File: config.mk
export PLATFORM = sky130hd
export DESIGN_NAME = cp0_unit
export DESIGN_NICKNAME = d
export VERILOG_FILES = /design/src/rtl/cp0_unit_pkg.sv /design/src/rtl/cp0_timer.sv /design/src/rtl/cp0_unit.sv
export SDC_FILE = /design/constraint.sdc
export NUM_CORES = 1
export LEC_CHECK = 0
export BUFFER_PORTS_ARGS = -buffer_cell sky130_fd_sc_hd__buf_4
export CAP_MARGIN = 20
export CORE_MARGIN = 2
export CORE_UTILIZATION = 40
export DETAILED_ROUTE_END_ITERATION = 8
export PLACE_DENSITY_LB_ADDON = 0.12
export SETUP_SLACK_MARGIN = 0.3
export SLEW_MARGIN = 20
export SYNTH_ARGS = -nofsm -noshare
export SYNTH_HDL_FRONTEND = slang
export SYNTH_SLANG_ARGS = --single-unit
File: constraint.sdc
create_clock -name clk -period 1.66 [get_ports clk]
set_input_delay 0.083 -clock clk [delete_from_list [all_inputs] [get_ports clk]]
set_output_delay 0.083 -clock clk [all_outputs]
set_load 0.02 [all_outputs]
File: src/rtl/cp0_unit_pkg.sv
// CP0 shared constants: register numbers, exception codes, handler address.
// Latency: n/a (constants only).
// Backpressure: n/a.
package cp0_unit_pkg;

    localparam logic [4:0] CP0_REG_COUNT   = 5'd9;
    localparam logic [4:0] CP0_REG_COMPARE = 5'd11;
    localparam logic [4:0] CP0_REG_STATUS  = 5'd12;
    localparam logic [4:0] CP0_REG_CAUSE   = 5'd13;
    localparam logic [4:0] CP0_REG_EPC     = 5'd14;

    localparam logic [4:0] EXC_SYSCALL = 5'b01000;
    localparam logic [4:0] EXC_BREAK   = 5'b01001;
    localparam logic [4:0] EXC_TEQ     = 5'b01101;

    localparam logic [31:0] CP0_HANDLER_ADDR = 32'h0040_0004;

    // Cause[15] is the timer-interrupt pending bit; it is owned by the timer, not by mtc0.
    localparam logic [31:0] CAUSE_TI_MASK = 32'h0000_8000;

endpackage

File: src/rtl/cp0_timer.sv
// CP0 Count/Compare timer with sticky interrupt, cleared by a Compare write.
// Latency: registers update one cycle after the write or match.
// Backpressure: none; accepts a write every cycle.
module cp0_timer (
    input  logic        clk,
    input  logic        reset,
    input  logic        wr_count,
    input  logic        wr_compare,
    input  logic [31:0] wdata,
    output logic [31:0] count,
    output logic [31:0] compare,
    output logic        irq
);

    logic [31:0] count_q, count_d;
    logic [31:0] compare_q, compare_d;
    logic        irq_q, irq_d;

    always_comb begin
        count_d   = wr_count ? wdata : count_q + 32'd1;
        compare_d = wr_compare ? wdata : compare_q;
        irq_d     = irq_q;
        // A Compare write acknowledges the interrupt even if the match fires this cycle.
        if (wr_compare) begin
            irq_d = 1'b0;
        end else if ((count_q == compare_q) && (compare_q != 32'd0)) begin
            irq_d = 1'b1;
        end
    end

    always_ff @(posedge clk) begin
        if (reset) begin
            count_q   <= 32'd0;
            compare_q <= 32'd0;
            irq_q     <= 1'b0;
        end else begin
            count_q   <= count_d;
            compare_q <= compare_d;
            irq_q     <= irq_d;
        end
    end

    assign count   = count_q;
    assign compare = compare_q;
    assign irq     = irq_q;

endmodule

File: src/rtl/cp0_unit.sv
// CP0 register bank (Status/Cause/EPC, plus Count/Compare when CP0_TIMER_EN is defined).
// Latency: combinational reads, single-cycle register updates.
// Backpressure: none; never stalls the controller.
module cp0_unit
    import cp0_unit_pkg::*;
(
    input  logic        clk,
    input  logic        reset,
    input  logic        mfc0,
    input  logic        mtc0,
    input  logic [31:0] pc,
    input  logic [4:0]  rd,
    input  logic [31:0] wdata,
    input  logic        exception,
    input  logic        eret,
    input  logic [4:0]  cause,
    output logic [31:0] rdata,
    output logic [31:0] status,
    output logic [31:0] exc_addr
`ifdef CP0_TIMER_EN
    ,
    output logic        timer_irq
`endif
);

    logic [31:0] status_q, status_d;
    logic [31:0] cause_q, cause_d;
    logic [31:0] epc_q, epc_d;
    logic [31:0] count_val, compare_val;
    logic        ti;
    logic        wr_en;

    // exception and eret both outrank mtc0.
    assign wr_en = mtc0 & ~exception & ~eret;

`ifdef CP0_TIMER_EN
    cp0_timer u_timer (
        .clk        (clk),
        .reset      (reset),
        .wr_count   (wr_en && (rd == CP0_REG_COUNT)),
        .wr_compare (wr_en && (rd == CP0_REG_COMPARE)),
        .wdata      (wdata),
        .count      (count_val),
        .compare    (compare_val),
        .irq        (ti)
    );
    assign timer_irq = ti;
`else
    assign count_val   = 32'd0;
    assign compare_val = 32'd0;
    assign ti          = 1'b0;
`endif

    always_comb begin
        status_d = status_q;
        cause_d  = cause_q;
        epc_d    = epc_q;
        if (exception) begin
            epc_d        = pc;
            status_d     = {status_q[26:0], 5'b0};
            cause_d[6:2] = cause;
        end else if (eret) begin
            status_d = {5'b0, status_q[31:5]};
        end else if (mtc0) begin
            case (rd)
                CP0_REG_STATUS: status_d = wdata;
                CP0_REG_CAUSE:  cause_d  = wdata & ~CAUSE_TI_MASK;
                CP0_REG_EPC:    epc_d    = wdata;
                default:        ;
            endcase
        end
    end

    always_ff @(posedge clk) begin
        if (reset) begin
            status_q <= 32'd0;
            cause_q  <= 32'd0;
            epc_q    <= 32'd0;
        end else begin
            status_q <= status_d;
            cause_q  <= cause_d;
            epc_q    <= epc_d;
        end
    end

    always_comb begin
        rdata = 32'd0;
        if (mfc0) begin
            case (rd)
                CP0_REG_COUNT:   rdata = count_val;
                CP0_REG_COMPARE: rdata = compare_val;
                CP0_REG_STATUS:  rdata = status_q;
                CP0_REG_CAUSE:   rdata = cause_q | (ti ? CAUSE_TI_MASK : 32'd0);
                CP0_REG_EPC:     rdata = epc_q;
                default:         rdata = 32'd0;
            endcase
        end
    end

    assign status   = status_q;
    assign exc_addr = eret ? epc_q : CP0_HANDLER_ADDR;

endmodule

## Word level (Yosys, flattened, before mapping)

Cells that the tools add are included.

- Register bits: 95
- Input bits: 80
- Logic and storage cells: 39

- Equality and inequality tests: 4
- Multiplexer cells: 15
- Bitwise gates (word level): 2
- Reduce and logical (&&, ||, !) cells: 13

Operators with widths:

| operator | count |
|---|---|
| 32-bit two-way mux | 10 |
| 32-bit case mux with 3 select lines | 1 |
| 7-bit two-way mux | 3 |
| 5-bit by 4-bit == test with 1-bit output, second input constant | 3 |
| 2-bit nonzero test | 5 |
| 3-bit AND reduction | 2 |
| 3-bit nonzero test | 2 |
| 5-bit two-way mux | 1 |
| 2-bit AND reduction | 2 |
| 4-bit AND reduction | 1 |
| 2-bit != test, second input constant | 1 |
| 1-bit inverter | 2 |
| 2-bit OR reduction | 1 |

## Depth between registers and ports, before layout

Gate-level depths: netlist (run 1).

- Depth in word-level cells: 5
- Mapped depth: 6
- Mapped depth without buffers: 3

## Worst setup path after synthesis (run 1)

OpenSTA, ideal clock, no wires.

- Kind: input to register
- From: in eret
- To: reg epc_q[10]
- Arrival time: 1067 ps
- Path slack: 436 ps
- Stages on the path: 6
- Path buffers: 3
- Path through: buf_2 -> or3b_1 -> buf_2 -> buf_6 -> nor4_2 -> a2111oi_2

- Word-level cells in the longest chain between the ends: 2

Ends and longest elaborated chain:

| element | line | text |
|---|---|---|
| start: declaration | cp0_unit.sv:15 | `input logic eret,` |
| 2-bit != test (no source line) | n/a |  |
| 3-bit AND reduction (no source line) | n/a |  |
| end signal: assignment | cp0_unit.sv:82 | `epc_q <= epc_d;` |
| end: declaration | cp0_unit.sv:28 | `logic [31:0] epc_q, epc_d;` |

No other way between the ends.
A chain may end at the register's enable or synchronous reset.

## Final worst setup path (run 1)

- From: reg epc_q[31]
- To: out rdata[31]

- Word-level cells in the longest chain between the ends: 2

Ends and longest elaborated chain:

| element | line | text |
|---|---|---|
| 32-bit case mux with 3 select lines | cp0_unit.sv:89 | `case (rd)` |
| 32-bit two-way mux | cp0_unit.sv:88 | `if (mfc0) begin` |
| end: declaration | cp0_unit.sv:17 | `output logic [31:0] rdata,` |

No other way between the ends.

==> results of run 1 <==
[synthesized netlist by cell type, drive strengths merged (3+ instances only)]
| cell | number |
|---|---|
| dfxtp | 95 |
| o21ai | 6 |
| a2bb2oi | 31 |
| mux2i | 80 |
| nor4 | 31 |
| nor2b | 3 |
| a2111oi | 31 |
| clkbuf | 32 |
| nor2 | 38 |
| nand4 | 6 |
| buf | 46 |
| a221o | 5 |
| mux2 | 22 |
| nand3 | 7 |
| and2 | 35 |
| a311oi | 5 |
| nand2b | 24 |
| nand2 | 84 |
| o211ai | 27 |
| a211oi | 32 |
| inv | 33 |
[report_power, final]
part / leakage [nW] / switching [mW] / total, mW / internal, mW
Sequential: 0.799 / 0.120 / 2.51 / 2.39
Combinational: 2.54 / 0.768 / 1.49 / 0.725
Clock: 0.166 / 0.939 / 2.34 / 1.40
[worst paths after layout]
path	from	end	slack (ps)	depth (start not counted)
setup reg to reg	status[28]	status[23]	430	5
hold reg to reg	cause_q[29]	cause_q[29]	460	2
hold / removal	pc[15]	epc_q[15]	-3	3
setup / recovery	epc_q[31]	rdata[31]	300	4
[cells by family (layout without fill, tap and decap cells)]
| kind of cell | Yosys count | count (layout) | share of synthesized area (%) |
|---|---|---|---|
| mux | 102 | 102 | 16.96 |
| buf+inv | 111 | 308 | 8.521 |
| simple gates | 240 | 240 | 22.45 |
| flops | 95 | 95 | 30.76 |
| compound gates | 138 | 138 | 21.31 |
[timing repair]
action / in CTS / in global routing
gates resized for setup: 29 / 41
setup endpoints to repair: 27 / 29
endpoints found under the hold margin: 11 / 0
hold buffers: 11 / 0
pin swaps: 0 / 8
setup buffers: 0 / 33
[flip-flops by register name, indices dropped and copies added (netlist names)]
| name | count |
|---|---|
| cause_q | 31 |
| status | 32 |
| epc_q | 32 |
[layer usage]
metal	track usage, %	vias up
met2	42.93	208
met5	0	-
met4	8.209	0
met1	32.17	2957
met3	4.466	19
li1	-	2875
[area by class of cell]
cell class                      count  area, um2
Clock inverter                      5      78.83
Multi-Input combinational cell    480       3859
Tap cell                          188      235.2
Clock buffer                       11      252.7
Fill cell                        1358       6521
Timing Repair Buffer              259       2079
Sequential cell                    95       1996
Inverter                           33      123.9
[worst max-delay path, cell delays in order, from the launching register on]
cell and delay (ps):
dfxtp_2 340, mux2i_1 190, a2bb2oi_2 180, nor2_1 60, buf_4 160
==> metrics.log, run 1 <==
INFO  metric hold_class = in -> reg
INFO  metric final_total_pwr = 6.344 mW
INFO  metric firstDrtPassIters = 7
INFO  metric worstSetupPathType = reg -> out
INFO  metric dp_hpwl = 14.94 mm
INFO  metric grt_antenna_before_repair = 0
INFO  metric setup_violations = 0
INFO  metric clock.fmax = 0.7347 GHz
INFO  metric drive_gt1_share = 45.41%
INFO  metric clkTransAtPathRegs = 70 ps
INFO  metric fin_hold_ws = -2.988 ps
INFO  metric power_density = 735.6 nW/um2
INFO  metric timing.final.max_slew_violations = 0
INFO  metric start_util = 40.82%
INFO  metric synthesis.instances = 686
INFO  metric clkSinkCount = 95
INFO  metric worst_pin_slew = 560.1 ps
INFO  metric fin_worst_skew = 7.017 ps
INFO  metric synthesis.area_per_instance = 9.012 um2
INFO  metric final_core_utilization = 56.94%
INFO  metric layout.cells.non_filler = 1071
INFO  metric die_x = 128.3 um
INFO  metric commonest_cells_after_routing_fill_and_taps_aside = buf_4, nand2_1, mux2i_1
INFO  metric synth_seq_area_share = 30.76%
INFO  metric leakagePower = 3.509 nW
INFO  metric tritoncts = built
INFO  metric ir_drop = 0.5405 mV
INFO  metric async_s_r_ff_share_synth = 0%
INFO  metric syn-num-nets = 766
INFO  metric hold_violations = 1
INFO  metric timing.critical_path.required = 1580 ps
INFO  metric i_o_pin_count = 176
INFO  metric core_area = 15150 um2
INFO  metric cts_buffers = 9
INFO  metric overflow = 0
INFO  metric route.detailed.drc = 0
INFO  metric route.final.wire_length = 21.14 mm
INFO  metric global_route.usage.total = 25.14%
INFO  metric synthToLayoutAreaGrowth = 39.51%
INFO  metric detailedPlace.worstSlack = 119.1 ps
INFO  metric dominantRegCellSynth = dfxtp_1
INFO  metric post-route-cell-area = 8625 um2
INFO  metric worst_case_clock_buffer_depth = 2
INFO  metric first_global_vias = 5886
INFO  metric wirelength_met1 = 9.176 mm
INFO  metric nets = 958
INFO  metric port_buffers = 175
INFO  metric fin_crit = 1361 ps
INFO  metric grt_max_degree = 83
INFO  metric cts.root.buffer_cell = clkbuf_16
INFO  metric row_count = 45
INFO  metric h-tree-depth = 3
INFO  metric grt_setup_unrepaired = true
INFO  metric synth_top_area_share = 30.76%
INFO  metric yosysWarnings = 0
INFO  metric totalNegativeSetupSlack = 0 ps
INFO  metric detailroute.wirelength.met3 = 1.138 mm
INFO  metric max_cap_viol_count = 0
INFO  metric worstSetupStartpointType = register
INFO  metric ys_seq_elements = 95
INFO  metric place.detailed.instances = 1011
INFO  metric final_antenna_net_count = 0
INFO  metric viasPerCell = 5.657
INFO  metric place.gp.congestion = 0.9082
INFO  metric synth-edff-count = 0
INFO  metric failing_checks = hold timing
INFO  metric wire_length_of_the_first_global_routing_pass = 32.50 mm
INFO  metric starting_drt_drc_count = 322
INFO  metric final_critical_path_setup_slack = 299.0 ps
INFO  metric dpl_cell_area = 7754 um2
INFO  metric die_area = 16470 um2
INFO  metric timing.critical_path.to_type = output pin
INFO  metric dieHeight = 128.3 um
INFO  metric synth.cell_area = 6182 um2
INFO  metric outcome = finished with violations
INFO  metric ys_top_cells_by_area = dfxtp_1, mux2i_1, a2111oi_2, nor4_2, nand2_1
INFO  metric antenna-diode-count = 0
INFO  metric crit_fanout = 3
INFO  metric mostFrequentLayoutCell = buf_4
INFO  metric synth_cell_type_count = 40
INFO  metric timing.final.crit_share = 81.99%
INFO  metric met2WireLength = 10.59 mm
INFO  metric dr_total_vias = 6059
INFO  metric clk_latency = 350 ps
INFO  metric timing.max_slew.rel_slack = 62.48%
INFO  metric post_drt_wl_per_cell = 19.74 um
INFO  metric top_layer = met4
INFO  metric netlist.top_cell.by_area = dfxtp_1
INFO  metric cp.arrival = 1280 ps
Note: power is estimated with default switching activity, not from simulation.
==> run 2: changes to the inputs <==
==> constraint.sdc (replaced) <==
create_clock -name clk -period 1.2 [get_ports clk]
set_input_delay 0.06 -clock clk [delete_from_list [all_inputs] [get_ports clk]]
set_output_delay 0.06 -clock clk [all_outputs]
set_load 0.02 [all_outputs]
==> run 2 against run 1 <==
- die area unchanged
- the run ends with setup timing left
- non-clock buffer count increased by 141
- critical path depth unchanged
- via count increased by 17%
- flip-flop and latch count unchanged
- final cell count increased by 13%
- combinational power increased by 120%
- routed wire length increased by 34%
- critical endpoint is now rdata[1]
- critical path type unchanged
- clock power increased by 29%
- global-route usage increased by 5.4 points
- largest power group unchanged
- sequential share of layout area decreased by 5.7 points
- power increased by 54%
==> metrics.log, run 2 (synthesis results as in run 1) <==
INFO  metric clkPwrFrac = 30.8%
INFO  metric cell_int_power = 6.788 mW
INFO  metric start_util = 40.82%
INFO  metric mostFrequentLayoutCell = buf_6
INFO  metric global_route.usage.total = 30.49%
INFO  metric power.net_switching = 3.011 mW
INFO  metric fin_worst_skew = 9.588 ps
INFO  metric antenna-diode-count = 0
INFO  metric first_global_vias = 6815
INFO  metric comb_power_share = 33.7%
INFO  metric final_total_pwr = 9.799 mW
INFO  metric dieHeight = 128.3 um
INFO  metric fin_crit = 1421 ps
INFO  metric post_drt_wl_per_cell = 23.41 um
INFO  metric route.final.wire_length = 28.37 mm
INFO  metric viasPerCell = 5.851
INFO  metric timing.critical_path.to_type = output pin
INFO  metric regToRegEndpoint = status[16]
INFO  metric timing.critical_path.required = 1140 ps
INFO  metric clock.fmax = 0.7036 GHz
INFO  metric synthToLayoutAreaGrowth = 92.71%
INFO  metric dr_total_vias = 7092
INFO  metric timing.final.max_slew_violations = 0
INFO  metric fin_hold_ws = 3.002 ps
INFO  metric setup_violations = 44
INFO  metric place.gp.congestion = 0.8356
INFO  metric final_antenna_net_count = 0
INFO  metric ir_drop = 0.7749 mV
INFO  metric worst_r2r_path_depth = 5
INFO  metric power_switching_share = 30.73%
INFO  metric worstSetupStartpointType = register
INFO  metric final_critical_path_setup_slack = -221.3 ps
INFO  metric hold_violations = 0
INFO  metric hold_class = in -> reg
INFO  metric wire_length_of_the_first_global_routing_pass = 38.70 mm
INFO  metric die_x = 128.3 um
INFO  metric worstSetupPathType = reg -> out
INFO  metric worst_case_clock_buffer_depth = 2
INFO  metric timing.final.crit_share = 118.4%
INFO  metric clkTransAtPathRegs = 70 ps
INFO  metric outcome = finished with violations
INFO  metric tritoncts = built
INFO  metric i_o_pin_count = 176
INFO  metric grt_max_degree = 61
INFO  metric critPathCapture = rdata[1]
INFO  metric drive_gt1_share = 66.50%
INFO  metric cp.arrival = 1360 ps
INFO  metric overflow = 0
INFO  metric dp_hpwl = 15.14 mm
INFO  metric power_density = 822.5 nW/um2
INFO  metric worst_r2r_startpoint = status[21]
INFO  metric cts.root.buffer_cell = clkbuf_16
INFO  metric max_cap_viol_count = 0
INFO  metric h-tree-depth = 3
INFO  metric route.detailed.drc = 0
INFO  metric p_seq_share = 35.5%
INFO  metric grt_setup_unrepaired = true
INFO  metric crit_fanout = 2
INFO  metric row_count = 45
INFO  metric firstDrtPassIters = 5
INFO  metric die_area = 16470 um2
INFO  metric core_area = 15150 um2
INFO  metric starting_drt_drc_count = 489
INFO  metric leakagePower = 4.710 nW
INFO  metric crit_path_start = status[1]
INFO  metric grt_antenna_before_repair = 0
INFO  metric timing.max_slew.rel_slack = 66.24%
INFO  metric detailedPlace.worstSlack = -218.9 ps
INFO  metric commonest_cells_after_routing_fill_and_taps_aside = buf_6, buf_4, nand2_1
INFO  metric clk_latency = 360 ps
INFO  metric worst_pin_slew = 506.5 ps
INFO  metric filler_cell_count = 862
INFO  metric nets = 1100
INFO  metric cts_buffers = 9
INFO  metric timing.reg2reg.setup_slack = -50 ps
INFO  metric clkSinkCount = 95
INFO  metric failing_checks = setup timing
INFO  metric port_buffers = 175
## run 2: how the worst min path moves through the flow
stage,from,end,depth (start not counted)
finish,wdata[23],cause_q[23],3
global placement,pc[26],epc_q[26],3
detailed placement,pc[26],epc_q[26],3
CTS,wdata[31],cause_q[31],3
floorplan,wdata[2],cause_q[2],1
global route,wdata[24],cause_q[24],3
## run 2: area by class of cell
class / count / area [um2] / share of cell area, %
multi-input cells: 481 / 4861 / 40.80
repair buffers: 400 / 4323 / 36.28
flip-flops and latches: 95 / 2072 / 17.39
clock buffers: 12 / 256.5 / 2.153
well taps: 188 / 235.2 / 1.974
inverters: 33 / 123.9 / 1.040
clock inverters: 3 / 42.54 / 0.3571
## run 2: repair_timing
item,in CTS,in global routing
hold endpoints to repair,47,1
resized for setup,357,104
setup buffers,66,50
pin swaps,96,44
endpoints found under the setup margin,184,191
hold buffers,49,1
cloned,5,3
## run 2: metrics by stage
step	area, um2	utilization (%)	setup TNS (ps)	std cells
global route	11910	78.66	-5453	1212
finish	11910	78.66	-3281	1212
detailed placement	8124	53.64	-14050	1023
floorplan	6475	-	0	686
CTS	10930	72.17	-2594	1158
global placement	8124	53.64	-11070	1023
## run 2: worst max-delay path, stage by stage, from the launching register on
cell and delay [ps]:
dfxtp_2 350, mux2i_2 250, a2bb2oi_2 200, nor2_2 60, buf_6 140
## run 2: power by group through the flow
| stage | Sequential (mW) | Combinational (mW) | Clock [mW] |
|---|---|---|---|
| 2_1_floorplan | 3.58 | 1.11 | 0 |
| 3_3_place_gp | 3.58 | 1.90 | 0 |
| 3_5_place_dp | 3.58 | 1.94 | 0 |
| 4_1_cts | 3.46 | 2.82 | 2.98 |
| 5_1_grt | 3.49 | 3.43 | 3.14 |
| 6_report | 3.48 | 3.30 | 3.01 |
## run 2: per-layer routing
layer	share of wire [%]	vias to the layer above	track usage, %
met5	0	-	0
met4	3.3	0	10.41
met3	7.1	79	4.508
met2	50	375	52.38
met1	40	3482	39.16
li1	-	3156	-
==> run 3: changes to the inputs <==
--- a/config.mk
+++ b/config.mk
@@ -10,6 +10,7 @@
 export CORE_MARGIN = 2
 export CORE_UTILIZATION = 40
 export DETAILED_ROUTE_END_ITERATION = 8
+export GPL_TIMING_DRIVEN = 0
 export PLACE_DENSITY_LB_ADDON = 0.12
 export SETUP_SLACK_MARGIN = 0.3
 export SLEW_MARGIN = 20
==> run 3 against run 2 <==
- the flow still finishes with violations (setup timing)
- clock skew down 1.5 ps
- register-to-register slack lost 130 ps
- routed wire length rose by 9.7%
- maximum frequency is 3.3% higher
- global-route usage up 1.7 points
- worst hold slack better by 2.7 ps
- final cell count is 2.1% higher
- critical endpoint is now status[8]
- highest routed layer unchanged
==> metrics.log, run 3 (synthesis results as in run 1) <==
INFO  metric outcome = finished with violations
INFO  metric failing_checks = setup timing
INFO  metric final_core_utilization = 79.67%
INFO  metric power_density = 845.3 nW/um2
INFO  metric hold_violations = 0
INFO  metric grt_max_degree = 16
INFO  metric place.gp.congestion = 0.8824
INFO  metric worstPathCellList = buf_6, buf_6, mux2_4, o211ai_1, mux2i_1
INFO  metric antenna-diode-count = 0
INFO  metric multi_input_combinational_cell_area = 4945 um2
INFO  metric dr_total_vias = 7516
INFO  metric clkSinkCount = 95
INFO  metric grt_setup_unrepaired = true
INFO  metric fin_worst_skew = 8.108 ps
INFO  metric die_x = 128.3 um
INFO  metric seqCellArea = 2072 um2
INFO  metric max_cap_viol_count = 0
INFO  metric core_area = 15150 um2
INFO  metric final_antenna_net_count = 0
INFO  metric first_global_vias = 7001
INFO  metric route.final.wire_length = 31.11 mm
INFO  metric worstSetupPathType = reg -> reg
INFO  metric worst_pin_slew = 1068 ps
INFO  metric cp.arrival = 1600 ps
INFO  metric final_critical_path_setup_slack = -175.3 ps
INFO  metric worst_path_largest_cell_delay = 350 ps
INFO  metric cts.root.buffer_cell = clkbuf_16
INFO  metric filler_cell_count = 856
INFO  metric viasPerCell = 6.071
INFO  metric worst_case_clock_buffer_depth = 2
INFO  metric cts_buffers = 9
INFO  metric mostFrequentLayoutCell = buf_6
INFO  metric crit_fanout = 4
INFO  metric h-tree-depth = 3
INFO  metric row_count = 45
INFO  metric fin_crit = 1375 ps
INFO  metric fin_hold_ws = 5.662 ps
INFO  metric timing.final.crit_share = 114.6%
INFO  metric wire_length_of_the_first_global_routing_pass = 40.25 mm
INFO  metric nets = 1125
INFO  metric leakagePower = 4.811 nW
INFO  metric firstDrtPassIters = 5
INFO  metric drive_gt1_share = 64.86%
INFO  metric totalNegativeSetupSlack = -3460 ps
INFO  metric timing.critical_path.required = 1420 ps
INFO  metric dp_hpwl = 16.90 mm
INFO  metric route.detailed.drc = 0
INFO  metric clkTransAtPathRegs = 70 ps
INFO  metric starting_drt_drc_count = 756
INFO  metric die_area = 16470 um2
INFO  metric worstSetupStartpointType = register
INFO  metric slowest_stage = dfxtp_4
INFO  metric start_util = 40.82%
INFO  metric synthToLayoutAreaGrowth = 95.18%
INFO  metric global_route.usage.total = 32.19%
INFO  metric ir_drop = 0.9361 mV
INFO  metric timing.critical_path.to_type = register
INFO  metric clk_latency = 360 ps
INFO  metric commonest_cells_after_routing_fill_and_taps_aside = buf_6, buf_4, nand2_1
INFO  metric i_o_pin_count = 176
INFO  metric clock.fmax = 0.7271 GHz
INFO  metric cpMostUsedCell = buf_6
INFO  metric timing.max_slew.rel_slack = 28.83%
INFO  metric post_drt_wl_per_cell = 25.13 um
INFO  metric tritoncts = built
INFO  metric critical_path_buf_inv_count = 2
INFO  metric timing.final.max_slew_violations = 0
INFO  metric setup_violations = 43
INFO  metric critical_path.top_delay_family = multiplexers
INFO  metric overflow = 0
INFO  metric grt_antenna_before_repair = 0
INFO  metric hold_class = in -> reg
INFO  metric port_buffers = 172
INFO  metric dieHeight = 128.3 um
==> run 3: changes by cell type in the layout (fill, tap and decap cells not counted), sizes merged <==
cell         before  now
and4b             2    1
buf             348  334
bufinv            1    2
clkbuf           14   47
clkinv            1    2
clkinvlp          1    0
dlygate4sd3      50   57
==> run 3: timing repair <==
item                                    CTS  global route
pin swaps                                38            69
hold buffers                             57             0
gates resized for setup                 359           175
endpoints found under the hold margin    54             0
endpoints found under the setup margin  183           191
setup buffers                            59            50
gates cloned                              6             4
==> run 3: final timing paths <==
path	slack [ps]	cells past startpoint	end	from
hold reg to reg	470	2	cause_q[14]	cause_q[14]
setup / recovery	-180	5	status[8]	status[13]
hold / removal	6	3	cause_q[3]	cause[1]
setup reg to reg	-180	5	status[8]	status[13]
==> run 3: final cells by class <==
cell class | count | area share (%)
multi-input cells | 480 | 40.98
repair buffers | 348 | 29.97
flip-flops and latches | 95 | 17.17
plain buffers | 78 | 6.139
clock buffers | 12 | 2.126
well taps | 188 | 1.949
inverters | 33 | 1.027
clock inverters | 4 | 0.6429
==> run 3: power breakdown <==
part / leakage (nW) / switching (mW) / internal (mW)
Combinational: 3.84 / 1.64 / 1.73
Sequential: 0.812 / 0.175 / 3.30
Clock: 0.163 / 1.40 / 1.95
Total: 4.81 / 3.21 / 6.99
==> run 3: per-stage QoR <==
step / area (um2) / instances / power, mW / setup WS (ps)
finish: 12070 / 1238 / 10.20 / -175.3
global placement: 8001 / 1046 / 5.468 / -398.9
CTS: 10900 / 1184 / 9.539 / -105.4
global route: 12070 / 1238 / 10.41 / -221.0
floorplan: 6475 / 686 / 4.698 / 16.34
detailed placement: 8001 / 1046 / 5.505 / -482.9
==> run 3: worst min-delay path, stage by stage <==
cell and delay (ps):
buf_4 70, and2_1 100, a221o_1 100
==> run 3: layer usage <==
layer  vias to the layer above  part of all wire (%)  GRT usage, %
li1                       3227                     -             -
met1                      3651                    38         41.92
met2                       510                    48         53.44
met3                       128                   9.0         6.135
met4                         0                   5.1         11.31
met5                         -                     0             0
